## src/rtl/uart_pkg.sv

```systemverilog
// Shared types, word-length encodings and parity helper for the UART receive path.
package uart_pkg;

  typedef enum logic [2:0] {
    IDLE,
    START,
    DATA,
    PARITY,
    STOP
  } rx_state_t;

  localparam logic [1:0] WLS_5 = 2'b00;
  localparam logic [1:0] WLS_6 = 2'b01;
  localparam logic [1:0] WLS_7 = 2'b10;
  localparam logic [1:0] WLS_8 = 2'b11;

  // XOR of the data bits that belong to the configured word length.
  function automatic logic parity_calc(input logic [7:0] data, input logic [1:0] wls);
    logic [7:0] mask;
    case (wls)
      WLS_5:   mask = 8'h1F;
      WLS_6:   mask = 8'h3F;
      WLS_7:   mask = 8'h7F;
      default: mask = 8'hFF;
    endcase
    return ^(data & mask);
  endfunction

endpackage

```

## src/rtl/uart_rx_sampler.sv

```systemverilog
// rx synchroniser plus bit-value recovery for the UART receiver.
// Optional build macro: UART_RX_MAJORITY_EN (2-of-3 majority vote around mid-bit).
// The consumer evaluates bit_c on the baud_tick at tick OSR/2 of a bit; the history
// flops then hold the samples taken at ticks OSR/2-1 and OSR/2-2.
module uart_rx_sampler (
  input  logic clk,
  input  logic rst,
  input  logic baud_tick,
  input  logic rx,
  output logic rx_s,
  output logic bit_c
);

  logic rx_m;

  // Two-flop synchroniser, resets to the idle (high) line level.
  always_ff @(posedge clk or posedge rst) begin
    if (rst) begin
      rx_m <= 1'b1;
      rx_s <= 1'b1;
    end else begin
      rx_m <= rx;
      rx_s <= rx_m;
    end
  end

`ifdef UART_RX_MAJORITY_EN
  logic [1:0] hist;

  // Keep the two most recent tick samples of rx_s.
  always_ff @(posedge clk or posedge rst) begin
    if (rst) begin
      hist <= 2'b11;
    end else if (baud_tick) begin
      hist <= {hist[0], rx_s};
    end
  end

  // Majority of ticks OSR/2-2, OSR/2-1 and the current tick OSR/2.
  always_comb begin
    bit_c = (hist[1] & hist[0]) | (hist[1] & rx_s) | (hist[0] & rx_s);
  end
`else
  logic hist;

  // Keep the sample from the previous tick (tick OSR/2-1 at decision time).
  always_ff @(posedge clk or posedge rst) begin
    if (rst) begin
      hist <= 1'b1;
    end else if (baud_tick) begin
      hist <= rx_s;
    end
  end

  // Single mid-bit sample.
  always_comb begin
    bit_c = hist;
  end
`endif

endmodule

```

## src/rtl/uart_rx_core.sv

```systemverilog
// UART 16550 serial receive engine: deserialises rx, checks parity/stop/break and
// pushes one character per frame towards the RX FIFO.
// Optional build macro: UART_RX_MAJORITY_EN (majority-vote bit sampling).
module uart_rx_core
  import uart_pkg::*;
#(
  parameter int unsigned OSR = 16
) (
  input  logic       clk,
  input  logic       rst,
  input  logic       baud_tick,
  input  logic       en,
  input  logic       rx,
  input  logic [1:0] wls,
  input  logic       pen,
  input  logic       eps,
  input  logic       sp,
  output logic       push,
  output logic [7:0] dout,
  output logic       pe,
  output logic       fe,
  output logic       bi,
  output logic       busy
);

  localparam int unsigned CW = $clog2(OSR);
  localparam logic [CW-1:0] MID_TICK  = CW'(OSR / 2);
  localparam logic [CW-1:0] LAST_TICK = CW'(OSR - 1);

  rx_state_t     state;
  logic [CW-1:0] tick_cnt;
  logic [2:0]    bit_idx;
  logic [7:0]    data;
  logic          par_bit;
  logic          armed;
  logic          rx_s;
  logic          bit_c;
  logic          exp_par_c;
  logic          last_bit_c;

  uart_rx_sampler u_sampler (
    .clk       (clk),
    .rst       (rst),
    .baud_tick (baud_tick),
    .rx        (rx),
    .rx_s      (rx_s),
    .bit_c     (bit_c)
  );

  // Expected parity bit for the character collected so far.
  always_comb begin
    exp_par_c = 1'b0;
    if (sp) begin
      exp_par_c = ~eps;
    end else if (eps) begin
      exp_par_c = parity_calc(data, wls);
    end else begin
      exp_par_c = ~parity_calc(data, wls);
    end
  end

  // Final data bit index is 4 + wls (5..8 data bits).
  always_comb begin
    last_bit_c = (bit_idx == (3'd4 + 3'(wls)));
  end

  // Receive FSM, counters and registered character outputs.
  always_ff @(posedge clk or posedge rst) begin
    if (rst) begin
      state    <= IDLE;
      tick_cnt <= '0;
      bit_idx  <= 3'd0;
      data     <= 8'h00;
      par_bit  <= 1'b0;
      armed    <= 1'b1;
      push     <= 1'b0;
      dout     <= 8'h00;
      pe       <= 1'b0;
      fe       <= 1'b0;
      bi       <= 1'b0;
      busy     <= 1'b0;
    end else begin
      push <= 1'b0;
      if (!en) begin
        // Discard any partial character; only re-arm once the line is seen high.
        state    <= IDLE;
        busy     <= 1'b0;
        tick_cnt <= '0;
        armed    <= rx_s;
      end else begin
        case (state)
          IDLE: begin
            busy     <= 1'b0;
            tick_cnt <= '0;
            if (rx_s) begin
              armed <= 1'b1;
            end
            if (armed && !rx_s && baud_tick) begin
              state <= START;
              busy  <= 1'b1;
            end
          end

          START: begin
            if (baud_tick) begin
              if (tick_cnt == MID_TICK) begin
                tick_cnt <= '0;
                if (bit_c) begin
                  state <= IDLE;
                  busy  <= 1'b0;
                end else begin
                  state   <= DATA;
                  data    <= 8'h00;
                  bit_idx <= 3'd0;
                end
              end else begin
                tick_cnt <= tick_cnt + CW'(1);
              end
            end
          end

          DATA: begin
            if (baud_tick) begin
              if (tick_cnt == LAST_TICK) begin
                tick_cnt      <= '0;
                data[bit_idx] <= bit_c;
                if (last_bit_c) begin
                  state <= pen ? PARITY : STOP;
                end else begin
                  bit_idx <= bit_idx + 3'd1;
                end
              end else begin
                tick_cnt <= tick_cnt + CW'(1);
              end
            end
          end

          PARITY: begin
            if (baud_tick) begin
              if (tick_cnt == LAST_TICK) begin
                tick_cnt <= '0;
                par_bit  <= bit_c;
                state    <= STOP;
              end else begin
                tick_cnt <= tick_cnt + CW'(1);
              end
            end
          end

          STOP: begin
            if (baud_tick) begin
              if (tick_cnt == LAST_TICK) begin
                tick_cnt <= '0;
                dout     <= data;
                pe       <= pen && (par_bit != exp_par_c);
                fe       <= ~bit_c;
                bi       <= (data == 8'h00) && (!pen || !par_bit) && !bit_c;
                push     <= 1'b1;
                armed    <= 1'b0;
                busy     <= 1'b0;
                state    <= IDLE;
              end else begin
                tick_cnt <= tick_cnt + CW'(1);
              end
            end
          end

          default: begin
            state <= IDLE;
            busy  <= 1'b0;
          end
        endcase
      end
    end
  end

endmodule

```

## config.mk

```make
export PLATFORM = sky130hd
export DESIGN_NAME = uart_rx_core
export DESIGN_NICKNAME = d
export VERILOG_FILES = /design/src/rtl/uart_pkg.sv /design/src/rtl/uart_rx_sampler.sv /design/src/rtl/uart_rx_core.sv
export SDC_FILE = /design/constraint.sdc
export NUM_CORES = 1
export LEC_CHECK = 0
export BUFFER_PORTS_ARGS = -buffer_cell sky130_fd_sc_hd__buf_2
export CAP_MARGIN = 5
export CORE_AREA = 5 5 68 70
export DETAILED_ROUTE_END_ITERATION = 8
export DIE_AREA = 0 0 73 75
export GPL_ROUTABILITY_DRIVEN = 0
export GPL_TIMING_DRIVEN = 0
export PLACE_DENSITY = 0.73
export SETUP_SLACK_MARGIN = 0.2
export SLEW_MARGIN = 20
export SYNTH_ARGS = -nofsm -noshare
export SYNTH_HDL_FRONTEND = slang
export SYNTH_HIERARCHICAL = 1
export SYNTH_SLANG_ARGS = --single-unit
```

## constraint.sdc

```tcl
create_clock -name clk -period 2.3 [get_ports clk]
set_clock_uncertainty 0.1 [all_clocks]
set_input_delay 0.46 -clock clk [delete_from_list [all_inputs] [get_ports clk]]
set_output_delay 0.46 -clock clk [all_outputs]
set_load 0.05 [all_outputs]
```

==> results of run 1 <==
## worst reg2reg max path, delay by kind of cell (launching register included)
kind / cells / cell delay, ns
AND/OR/NAND/NOR: 4 / 0.80
flip-flops: 1 / 0.42
AO/OA/AOI/OAI: 2 / 0.41
adder cells (fa/ha/maj): 1 / 0.14
buffers and inverters: 1 / 0.08
## placed cells by master (no fill, tap or decap), types with 2 or more instances in the layout
master,netlist,layout
buf_2,3,25
nand2b_1,7,7
dfrtp_1,32,32
a21oi_1,10,10
nor2b_1,2,2
dfstp_2,4,4
mux2_2,5,5
o31ai_1,5,4
buf_1,2,2
nor2_1,18,18
clkbuf_8,0,6
a31oi_1,4,4
o21ai_1,4,5
o31ai_2,1,2
o21ai_2,0,2
a2111oi_0,2,2
clkbuf_1,7,6
inv_1,14,13
o21ai_0,24,21
o2bb2ai_1,2,2
nand3_1,5,4
nand2_2,2,2
xnor2_1,5,5
and3_1,2,2
and4bb_2,2,2
nor3_1,3,3
nand4_1,5,5
clkinv_2,0,2
nand2_1,20,20
buf_4,0,2
ha_1,5,4
## final cells by class
cell class / count / area [sq um] / area share (%)
Inverter: 14 / 52.55 / 2.206
Buffer: 12 / 52.55 / 2.206
Multi-Input combinational cell: 160 / 1099 / 46.11
Tap cell: 50 / 62.56 / 2.626
Sequential cell: 36 / 905.9 / 38.03
Timing Repair Buffer: 23 / 117.6 / 4.937
Clock buffer: 6 / 82.58 / 3.466
Clock inverter: 2 / 10.01 / 0.4202
## layer usage
layer,vias up,track usage (%)
met5,-,0
met4,0,5.738
met3,5,4.806
met2,34,25.62
met1,836,24.22
li1,848,-
## cells in the mapped netlist (2+ instances only)
master,n
clkbuf_1,7
nand3_1,5
nand2b_1,7
dfstp_2,4
o21ai_0,24
nor3_1,3
nand4_1,5
o31ai_1,5
or3_1,2
dfrtp_1,32
a2111oi_0,2
a31oi_1,4
nor2_1,18
mux2_2,5
and3_1,2
buf_1,2
a21oi_1,10
o21ai_1,4
buf_2,3
ha_1,5
nand2_2,2
o2bb2ai_1,2
nand2_1,20
inv_1,14
nor2b_1,2
and4bb_2,2
xnor2_1,5
## flip-flops by register name (all words and copies together) (netlist names)
name / cells
bi: 1
u_sampler/bit_c: 1
busy: 1
data: 8
tick_cnt: 4
pe: 1
u_sampler/rx_s: 1
par_bit: 1
fe: 1
bit_idx: 3
dout: 8
u_sampler/rx_m: 1
armed: 1
state: 3
push: 1
## final timing paths
kind,from,endpoint,slack [ns],depth (start not counted)
worst max-delay path,tick_cnt[1]$_DFFE_PP0P_,bit_idx[0]$_DFFE_PP0P_,0.27,8
worst min-delay path,rst,u_sampler/bit_c$_DFFE_PP1P_,0.13,2
worst max register to register,tick_cnt[1]$_DFFE_PP0P_,bit_idx[0]$_DFFE_PP0P_,0.27,8
worst min register to register,u_sampler/rx_m$_DFF_PP1_,u_sampler/rx_s$_DFF_PP1_,0.26,0
max in group asynchronous,rst,data[6]$_DFFE_PP0P_,1.49,2
min in group clk,rx,u_sampler/rx_m$_DFF_PP1_,0.16,1
## stage by stage
stage / instance area (sq um) / util, % / hold WS [ns] / std cells
6_report: 2382 / 60.87 / 0.1250 / 303
5_1_grt: 2382 / 60.87 / 0.1399 / 303
4_1_cts: 2322 / 59.34 / 0.1275 / 302
3_5_place_dp: 2228 / 56.94 / 0.2491 / 294
3_3_place_gp: 2228 / 56.94 / 0.2454 / 294
2_1_floorplan: 2056 / - / 0.2452 / 222
## cells by family (layout without fill, tap and decap cells)
logic type	count (synthesis)	in the layout	synth area share, %
compound gates	63	63	19.78
xor+xnor	6	6	2.556
fa+ha+maj	6	6	3.591
buf+inv	26	57	4.930
flops	36	36	44.07
mux	6	6	3.469
simple gates	79	79	21.61
## power by group
| group | switching (mW) | total (mW) | internal [mW] |
|---|---|---|---|
| clock | 0.234 | 0.473 | 0.239 |
| sequential | 0.0110 | 0.656 | 0.645 |
| combinational | 0.0550 | 0.0848 | 0.0298 |
| total | 0.300 | 1.21 | 0.914 |
## what timing repair did
| action | 4_1_cts | 5_1_grt |
|---|---|---|
| endpoints found under the setup margin | 7 | 11 |
| resized for setup | 2 | 14 |
| pin swaps | 1 | 2 |
| buffers inserted | 0 | 1 |
==> results by group, run 1 <==
CTS
  – TritonCTS buffer count: 5
  – Clock root buffer: clkbuf_8
  – Clock Path Buffers: 2
  – H-Tree Depth: 2
  – Reg clk slew, reported paths: 0.07 ns
  – CTS tree: yes
  – Number of hold buffers added after cts: 0
  – CTS sink count: 36
  – Clk_lat worst skew: 0.29 ns

Synthesis
  – Warnings, synthesis: 6
  – Synth area leaders: dfrtp_1 39%, o21ai_0 5.8%, dfstp_2 5.1%
  – Synthesized area: 0.002056 sq mm
  – Unique cell type count in the Yosys netlist: 53
  – Mapped Nets: 237
  – Syn_area_per_cell: 9.260 sq um
  – FF+latch count, synth: 36
  – Number of flops mapped to enable cells by yosys: 0
  – Share of the synthesized area in the top cell type: 38.95%
  – Predominant post-synthesis flop cell: dfrtp_1
  – Synth area leader: dfrtp_1
  – Ys async rst share: 100.0%
  – Sequential area share after synthesis: 44.07%
  – Cells after Synth: 222

Timing
  – Fmax: 493.8 MHz
  – Fin. Hold Viols: 0
  – Final setup vio count: 0
  – Tcrit/Tclk final: 88.05%
  – Relative slew margins: 54.46%
  – Measured slew at the worst slew-check pin: 0.6822 ns
  – Final min period: 2.025 ns
  – Unrepaired setup endpoints after global routing: yes
  – Final Max Tran Viols: 0
  – Worst Setup Slack, final: 0.2749 ns
  – Sum Neg Setup Slack: 0 ns

Routing
  – DRT Pass-1 Iters: 4
  – Initial DRC count: 143
  – Vias per inst: 5.686
  – Routed met1 length: 2.070 mm
  – DR vias: 1723
  – DRC: 0
  – Highest routed metal layer: met4
  – Met3 WL post-DR: 199 um
  – Post-route ant nets: 0
  – Routed wire length per instance: 14.50 um
  – Wire length on met2: 2.073 mm
  – DRT Wirelength: 4.392 mm

Power and ir drop
  – Pleak: 1.092 nW
  – Pwr/cell area: 509.5 mW/mm^2
  – Peak VDD IR: 0.3170 mV
  – Total power: 1.214 mW

Run
  – Max Cap Viol: 0

Placed design
  – PortBufs: 22
  – Detail Placement HPWL: 3.062 mm
  – Post-place setup slack: 0.1435 ns

Global routing
  – Vias in the first global route: 1564
  – GRT Overall Usage: 17.21%
  – GRT overflow: 0
  – Initial antenna violation count: 0
  – Pin count of the biggest net entering global routing: 34
  – First-pass GRT wire length: 7.341 mm

Critical path
  – WP data arrival: 2.14 ns
  – CP max FO: 4
  – Slowest-stage cell, CP: dfrtp_1
  – CP peak stage delay: 0.42 ns
  – Critical Path Start Type: flop
  – CP Cell Sequence: inv_1 -> ha_1 -> nor2b_4 -> nand3_2 -> o32ai_4 -> nand2b_1 -> or3_4 -> o21ai_1
  – Crit end category: flop
  – Crit Path Class: reg2reg
  – Critical path's top delay family: simple AND/OR/NAND/NOR gates
  – Req. time, crit path: 2.42 ns
  – WP buf/inv: 1

Layout
  – # fillers: 347
  – Layout area overhead: 15.89%
  – Ant. Diodes: 0
  – Fraction of layout cells with a size suffix above 1: 26.09%
  – Nets: 267

Worst hold path
  – Worst min-delay path class: in2async

Floorplan
  – Rows: 23
  – Die area: 0.005475 sq mm
  – Initial Util: 52.53%
  – Core region area: 0.003914 sq mm
  – Die Span X: 73 um
  – IO Pins: 23
  – Die span in y: 75 um

Run status
  – Status: finished clean
No activity file was read; power rests on OpenSTA's default activity.
==> run 2, diff against run 1 <==
Settings changed: PLACE_DENSITY 0.73 to default, PLACE_DENSITY_LB_ADDON from default to 0.3.
==> run 2 against run 1 <==
Clock-buffer cell count up 2. First-iteration DRC count down 46%. Maximum frequency is 1.7% higher. Die area unchanged. Core utilization is 0.19 points lower. Clock power decreased by 3%. Critical endpoint is now data[2]$_DFFE_PP0P_. Highest routed layer unchanged.
==> results by group, run 2 (synthesized netlist as in run 1, its figures left out) <==
Layout
  – Most frequent cells in the layout: 30 x dfrtp_1, 26 x buf_2, 23 x o21ai_0
  – Ant. Diodes: 0 (unchanged)
  – Biggest regs: data: 8 flops, dout: 8 flops, tick_cnt: 4 flops
  – Fraction of layout cells with a size suffix above 1: 25.69% (-0.40 points)
  – Nets: 267 (unchanged)
  – Layout area overhead: 15.52%
  – # fillers: 360 (+3.7%)
  – Area occupied by multi-input gates: 0.001094 sq mm (-0.46%)
  – Fin cells: 303 (unchanged)
  – Storage cell area: 908.4 sq um (+0.28%)
  – Commonest non-fill, non-tap cell in the layout: dfrtp_1

Timing
  – Unrepaired setup endpoints after global routing: yes
  – Sum Neg Setup Slack: 0 ns (unchanged)
  – Relative slew margins: 54.07% (-0.39 points)
  – Tcrit/Tclk final: 86.55% (-1.5 points)
  – Fmax: 502.3 MHz (+1.7%)
  – Fin. Hold Viols: 0 (unchanged)
  – Hold slack: 0.1287 ns (+0.003688 ns)
  – Final min period: 1.991 ns (-0.03436 ns)
  – Final setup vio count: 0 (unchanged)
  – Measured slew at the worst slew-check pin: 0.6880 ns (+0.005810 ns)
  – Final Max Tran Viols: 0 (unchanged)

Floorplan
  – Core region area: 0.003914 sq mm (unchanged)
  – Die area: 0.005475 sq mm (unchanged)
  – Rows: 23 (unchanged)
  – Initial Util: 52.53% (unchanged)
  – IO Pins: 23 (unchanged)
  – Die span in y: 75 um (unchanged)
  – Die Span X: 73 um (unchanged)

Routing
  – DRT Pass-1 Iters: 4 (unchanged)
  – DRC: 0 (unchanged)
  – DR vias: 1730 (+0.41%)
  – Initial DRC count: 77 (-46%)
  – Routed wire length per instance: 14.30 um (-1.3%)
  – DRT Wirelength: 4.334 mm (-1.3%)
  – Vias per inst: 5.710 (+0.41%)
  – Post-route ant nets: 0 (unchanged)

Run status
  – Status: finished clean

Critical path
  – CP max FO: 10 (+6)
  – Worst r2r src: tick_cnt[0]$_DFFE_PP0P_
  – Req. time, crit path: 2.36 ns (-0.06 ns)
  – RR Endpoint: data[2]$_DFFE_PP0P_
  – WP data arrival: 2.05 ns (-0.09 ns)
  – Reg-to-reg slack, setup: 0.31 ns (+0.03 ns)
  – Crit Path Class: reg2reg
  – Worst reg2reg path depth: 9 (+1)
  – Crit end category: flop
  – Critical Path Start Type: flop

Power and ir drop
  – Pleak: 1.080 nW (-1.1%)
  – Pwr/cell area: 504.9 mW/mm^2 (-0.89%)
  – Peak VDD IR: 0.3406 mV (+7.5%)
  – Total power: 1.199 mW (-1.2%)

Global routing
  – GRT overflow: 0 (unchanged)
  – GRT Overall Usage: 17.15% (-0.057 points)
  – Initial antenna violation count: 0 (unchanged)
  – Pin count of the biggest net entering global routing: 34 (unchanged)
  – Vias in the first global route: 1573 (+0.58%)
  – First-pass GRT wire length: 7.251 mm (-1.2%)

Placed design
  – Placed cells: 294 (unchanged)
  – PortBufs: 22 (unchanged)
  – Detail Placement HPWL: 3.110 mm (+1.6%)

CTS
  – Clock root buffer: clkbuf_8
  – CTS sink count: 36 (unchanged)
  – TritonCTS buffer count: 5 (unchanged)
  – Number of hold buffers added after cts: 0 (unchanged)
  – Clk_lat worst skew: 0.29 ns (about the same)
  – CTS tree: yes
  – H-Tree Depth: 2 (unchanged)
  – Reg clk slew, reported paths: 0.07 ns (about the same)
  – Clock Path Buffers: 2 (unchanged)

Run
  – Max Cap Viol: 0 (unchanged)

Worst hold path
  – Worst min-delay path class: in2async
[run 2: how the worst max path moves through the flow]
stage                            start                  end  slack, ns  depth (start not counted)
2_1_floorplan  tick_cnt[0]$_DFFE_PP0P_  data[0]$_DFFE_PP0P_       0.42                          9
3_3_place_gp   tick_cnt[0]$_DFFE_PP0P_  data[0]$_DFFE_PP0P_       0.20                          9
3_5_place_dp   tick_cnt[0]$_DFFE_PP0P_  data[0]$_DFFE_PP0P_       0.17                          9
4_1_cts        tick_cnt[0]$_DFFE_PP0P_  data[1]$_DFFE_PP0P_       0.21                          9
5_1_grt        tick_cnt[0]$_DFFE_PP0P_  data[2]$_DFFE_PP0P_       0.19                          9
6_report       tick_cnt[0]$_DFFE_PP0P_  data[2]$_DFFE_PP0P_       0.31                          9
[run 2: layout make-up]
| class | instances | area share, % |
|---|---|---|
| multi-input cells | 160 | 46.05 |
| flip-flops and latches | 36 | 38.25 |
| repair buffers | 23 | 4.953 |
| clock buffers | 8 | 3.793 |
| well taps | 50 | 2.634 |
| inverters | 14 | 2.213 |
| plain buffers | 12 | 2.107 |
[run 2: power by group]
part	switching [mW]	total, mW	leakage [nW]	internal (mW)
combinational	0.0545	0.0841	0.550	0.0296
clock	0.214	0.458	0.0455	0.244
sequential	0.0110	0.657	0.485	0.646
[run 2: critical path, cell delays in order (launching register included)]
cell and delay, ns:
dfrtp_2 0.44, inv_1 0.07, ha_1 0.13, nor2b_4 0.16, nand3_2 0.09, o32ai_2 0.25, nand2b_1 0.13, buf_2 0.20
o21ai_0 0.19, o31ai_1 0.09
[run 2: per-layer routing]
layer	global-route usage, %	share of wire, %
met2	26.61	47
met1	23.17	48
met4	5.738	1.3
met5	0	0
met3	4.806	4.4
[run 2: what timing repair did]
item,4_1_cts,5_1_grt
buffers inserted,0,1
gates resized for setup,1,14
setup endpoints to repair,1,16
pin swaps,0,1
[run 2: through the flow]
stage          util [%]  cell area, sq um  setup slack (ns)
2_1_floorplan         -              2056            0.4211
3_3_place_gp      56.94              2228            0.2000
3_5_place_dp      56.94              2228            0.1747
4_1_cts           59.24              2318            0.2088
5_1_grt           60.68              2375            0.1856
6_report          60.68              2375            0.3093
==> run 3, diff against run 2 <==
Settings changed: RECOVER_POWER from default to 50.
==> run 3 against run 2 <==
Cell count did not move. Clock power barely moved. Sequential power barely moved. Critical path depth did not move. Die area did not move. Global-route usage did not move. Wire length did not move. Maximum frequency barely moved. Register-to-register slack barely moved.
==> results by group, run 3 (synthesized netlist as in run 1, its figures left out) <==
Timing
  – Sum Neg Setup Slack: 0 ns (unchanged)
  – Tcrit/Tclk final: 86.57% (about the same)
  – Hold slack: 0.1040 ns (-0.02471 ns)
  – Fin. Hold Viols: 0 (unchanged)
  – Final min period: 1.991 ns (+0.0002960 ns)
  – Final setup vio count: 0 (unchanged)
  – Final Max Tran Viols: 0 (unchanged)
  – Unrepaired setup endpoints after global routing: yes
  – Measured slew at the worst slew-check pin: 1.247 ns (+0.5586 ns)
  – Fmax: 502.3 MHz (about the same)
  – Worst Setup Slack, final: 0.3090 ns (-0.0002960 ns)
  – Relative slew margins: 16.80% (-37 points)

Floorplan
  – Die span in y: 75 um (unchanged)
  – Core region area: 0.003914 sq mm (unchanged)
  – Rows: 23 (unchanged)
  – Initial Util: 52.53% (unchanged)
  – IO Pins: 23 (unchanged)
  – Die area: 0.005475 sq mm (unchanged)
  – Die Span X: 73 um (unchanged)

Critical path
  – Crit end category: flop
  – CP Cell Sequence: inv_1 -> ha_1 -> nor2b_4 -> nand3_2 -> o32ai_2 -> nand2b_1 -> buf_2 -> o21ai_0 -> o31ai_1
  – Slowest-stage cell, CP: dfrtp_2
  – WP buf/inv: 2 (unchanged)
  – Crit Path Class: reg2reg
  – Req. time, crit path: 2.36 ns (about the same)
  – Worst path depth: 9 (unchanged)
  – Worst reg2reg path depth: 9 (unchanged)
  – CP peak stage delay: 0.44 ns (about the same)
  – CP max FO: 10 (unchanged)
  – Critical path's top delay family: compound AO/OA/AOI/OAI gates
  – WP data arrival: 2.05 ns (about the same)
  – Critical Path Start Type: flop

Global routing
  – GRT overflow: 0 (unchanged)
  – Pin count of the biggest net entering global routing: 34 (unchanged)
  – GRT Overall Usage: 17.15% (unchanged)
  – Vias in the first global route: 1573 (unchanged)
  – Initial antenna violation count: 0 (unchanged)
  – First-pass GRT wire length: 7.251 mm (unchanged)

CTS
  – Number of hold buffers added after cts: 0 (unchanged)
  – Reg clk slew, reported paths: 0.07 ns (about the same)
  – CTS tree: yes
  – Clock Path Buffers: 2 (unchanged)
  – CTS sink count: 36 (unchanged)
  – H-Tree Depth: 2 (unchanged)
  – TritonCTS buffer count: 5 (unchanged)
  – Clock root buffer: clkbuf_8
  – Clk_lat worst skew: 0.29 ns (about the same)

Run
  – Max Cap Viol: 0 (unchanged)

Routing
  – Post-route ant nets: 0 (unchanged)
  – Routed wire length per instance: 14.30 um (unchanged)
  – DRC: 0 (unchanged)
  – Vias per inst: 5.713 (about the same)
  – DRT Pass-1 Iters: 4 (unchanged)
  – DR vias: 1731 (+0.058%)
  – Initial DRC count: 74 (-3.9%)
  – DRT Wirelength: 4.334 mm (unchanged)

Placed design
  – PortBufs: 22 (unchanged)
  – Detail Placement HPWL: 3.110 mm (unchanged)
  – Post-place setup slack: 0.1747 ns (unchanged)
  – Placed cells: 294 (unchanged)

Layout
  – Nets: 267 (unchanged)
  – Fraction of layout cells with a size suffix above 1: 23.32% (-2.4 points)
  – # fillers: 361 (+0.28%)
  – Layout area overhead: 15.28%
  – Fin cells: 303 (unchanged)
  – Biggest regs: data: 8 flops, dout: 8 flops, tick_cnt: 4 flops
  – Most frequent cells in the layout: 30 x dfrtp_1, 23 x o21ai_0, 22 x buf_2
  – Core Util, Final: 60.55% (-0.13 points)
  – Ant. Diodes: 0 (unchanged)
  – Commonest non-fill, non-tap cell in the layout: dfrtp_1

Power and ir drop
  – Clock power frac: 38.3% (about the same)
  – P_int: 0.9182 mW (-0.13%)
  – Peak VDD IR: 0.3407 mV (about the same)
  – Switch Pwr: 0.2797 mW (about the same)
  – Sw frac: 23.35% (+0.023 points)
  – Flop pwr share: 54.8% (about the same)
  – Pwr/cell area: 505.5 mW/mm^2 (+0.11%)
  – Power share of the combinational group: 7.0% (about the same)
  – Pleak: 1.065 nW (-1.4%)

Worst hold path
  – Worst min-delay path class: in2async

Run status
  – Status: finished clean
-- run 3: metrics by stage --
step                      total power [mW]  cell area (sq um)
after floorplan                     0.7187               2056
after global placement              0.7484               2228
after detailed placement            0.7497               2228
after CTS                            1.210               2318
after global routing                 1.250               2370
final                                1.198               2370
-- run 3: layer usage --
metal / vias to the layer above / routed length (um) / track usage, %
li1: 856 / - / -
met1: 843 / 2058 / 23.17
met2: 25 / 2026 / 26.61
met3: 7 / 192 / 4.806
met4: 0 / 57 / 5.738
met5: - / 0 / 0
-- run 3: final cells by class --
cell class	count	area, sq um	share of cell area, %
plain buffers	12	50.05	2.112
clock buffers	8	90.09	3.801
inverters	14	52.55	2.218
multi-input cells	160	1094	46.15
flip-flops and latches	36	908.4	38.33
well taps	50	62.56	2.640
repair buffers	23	112.6	4.752
-- run 3: worst register-to-register path: stages (launching register included) --
cell	delay (ns)
dfrtp_2	0.44
inv_1	0.07
ha_1	0.13
nor2b_4	0.16
nand3_2	0.09
o32ai_2	0.25
nand2b_1	0.13
buf_2	0.20
o21ai_0	0.19
o31ai_1	0.09
-- run 3: power groups by stage --
stage	Sequential (mW)	Clock, mW	Combinational [mW]
floorplan	0.666	0	0.0522
global placement	0.667	0	0.0810
detailed placement	0.667	0	0.0822
CTS	0.656	0.471	0.0825
global route	0.657	0.498	0.0942
finish	0.656	0.458	0.0834
-- run 3: final timing paths --
check                                              start                  endpoint  slack (ns)
worst min register to register  u_sampler/rx_m$_DFF_PP1_  u_sampler/rx_s$_DFF_PP1_        0.26
worst max-delay path             tick_cnt[0]$_DFFE_PP0P_       data[2]$_DFFE_PP0P_        0.31
min in group clk                                      rx  u_sampler/rx_m$_DFF_PP1_        0.17
worst min-delay path                                 rst  u_sampler/rx_m$_DFF_PP1_        0.10
worst max register to register   tick_cnt[0]$_DFFE_PP0P_       data[2]$_DFFE_PP0P_        0.31
max in group asynchronous                            rst   tick_cnt[1]$_DFFE_PP0P_        0.87
-- run 3: what timing repair did --
action                                  CTS  global route
pin swaps                                 0             1
endpoints found under the setup margin    1            16
buffers inserted                          0             1
gates resized for setup                   1            14
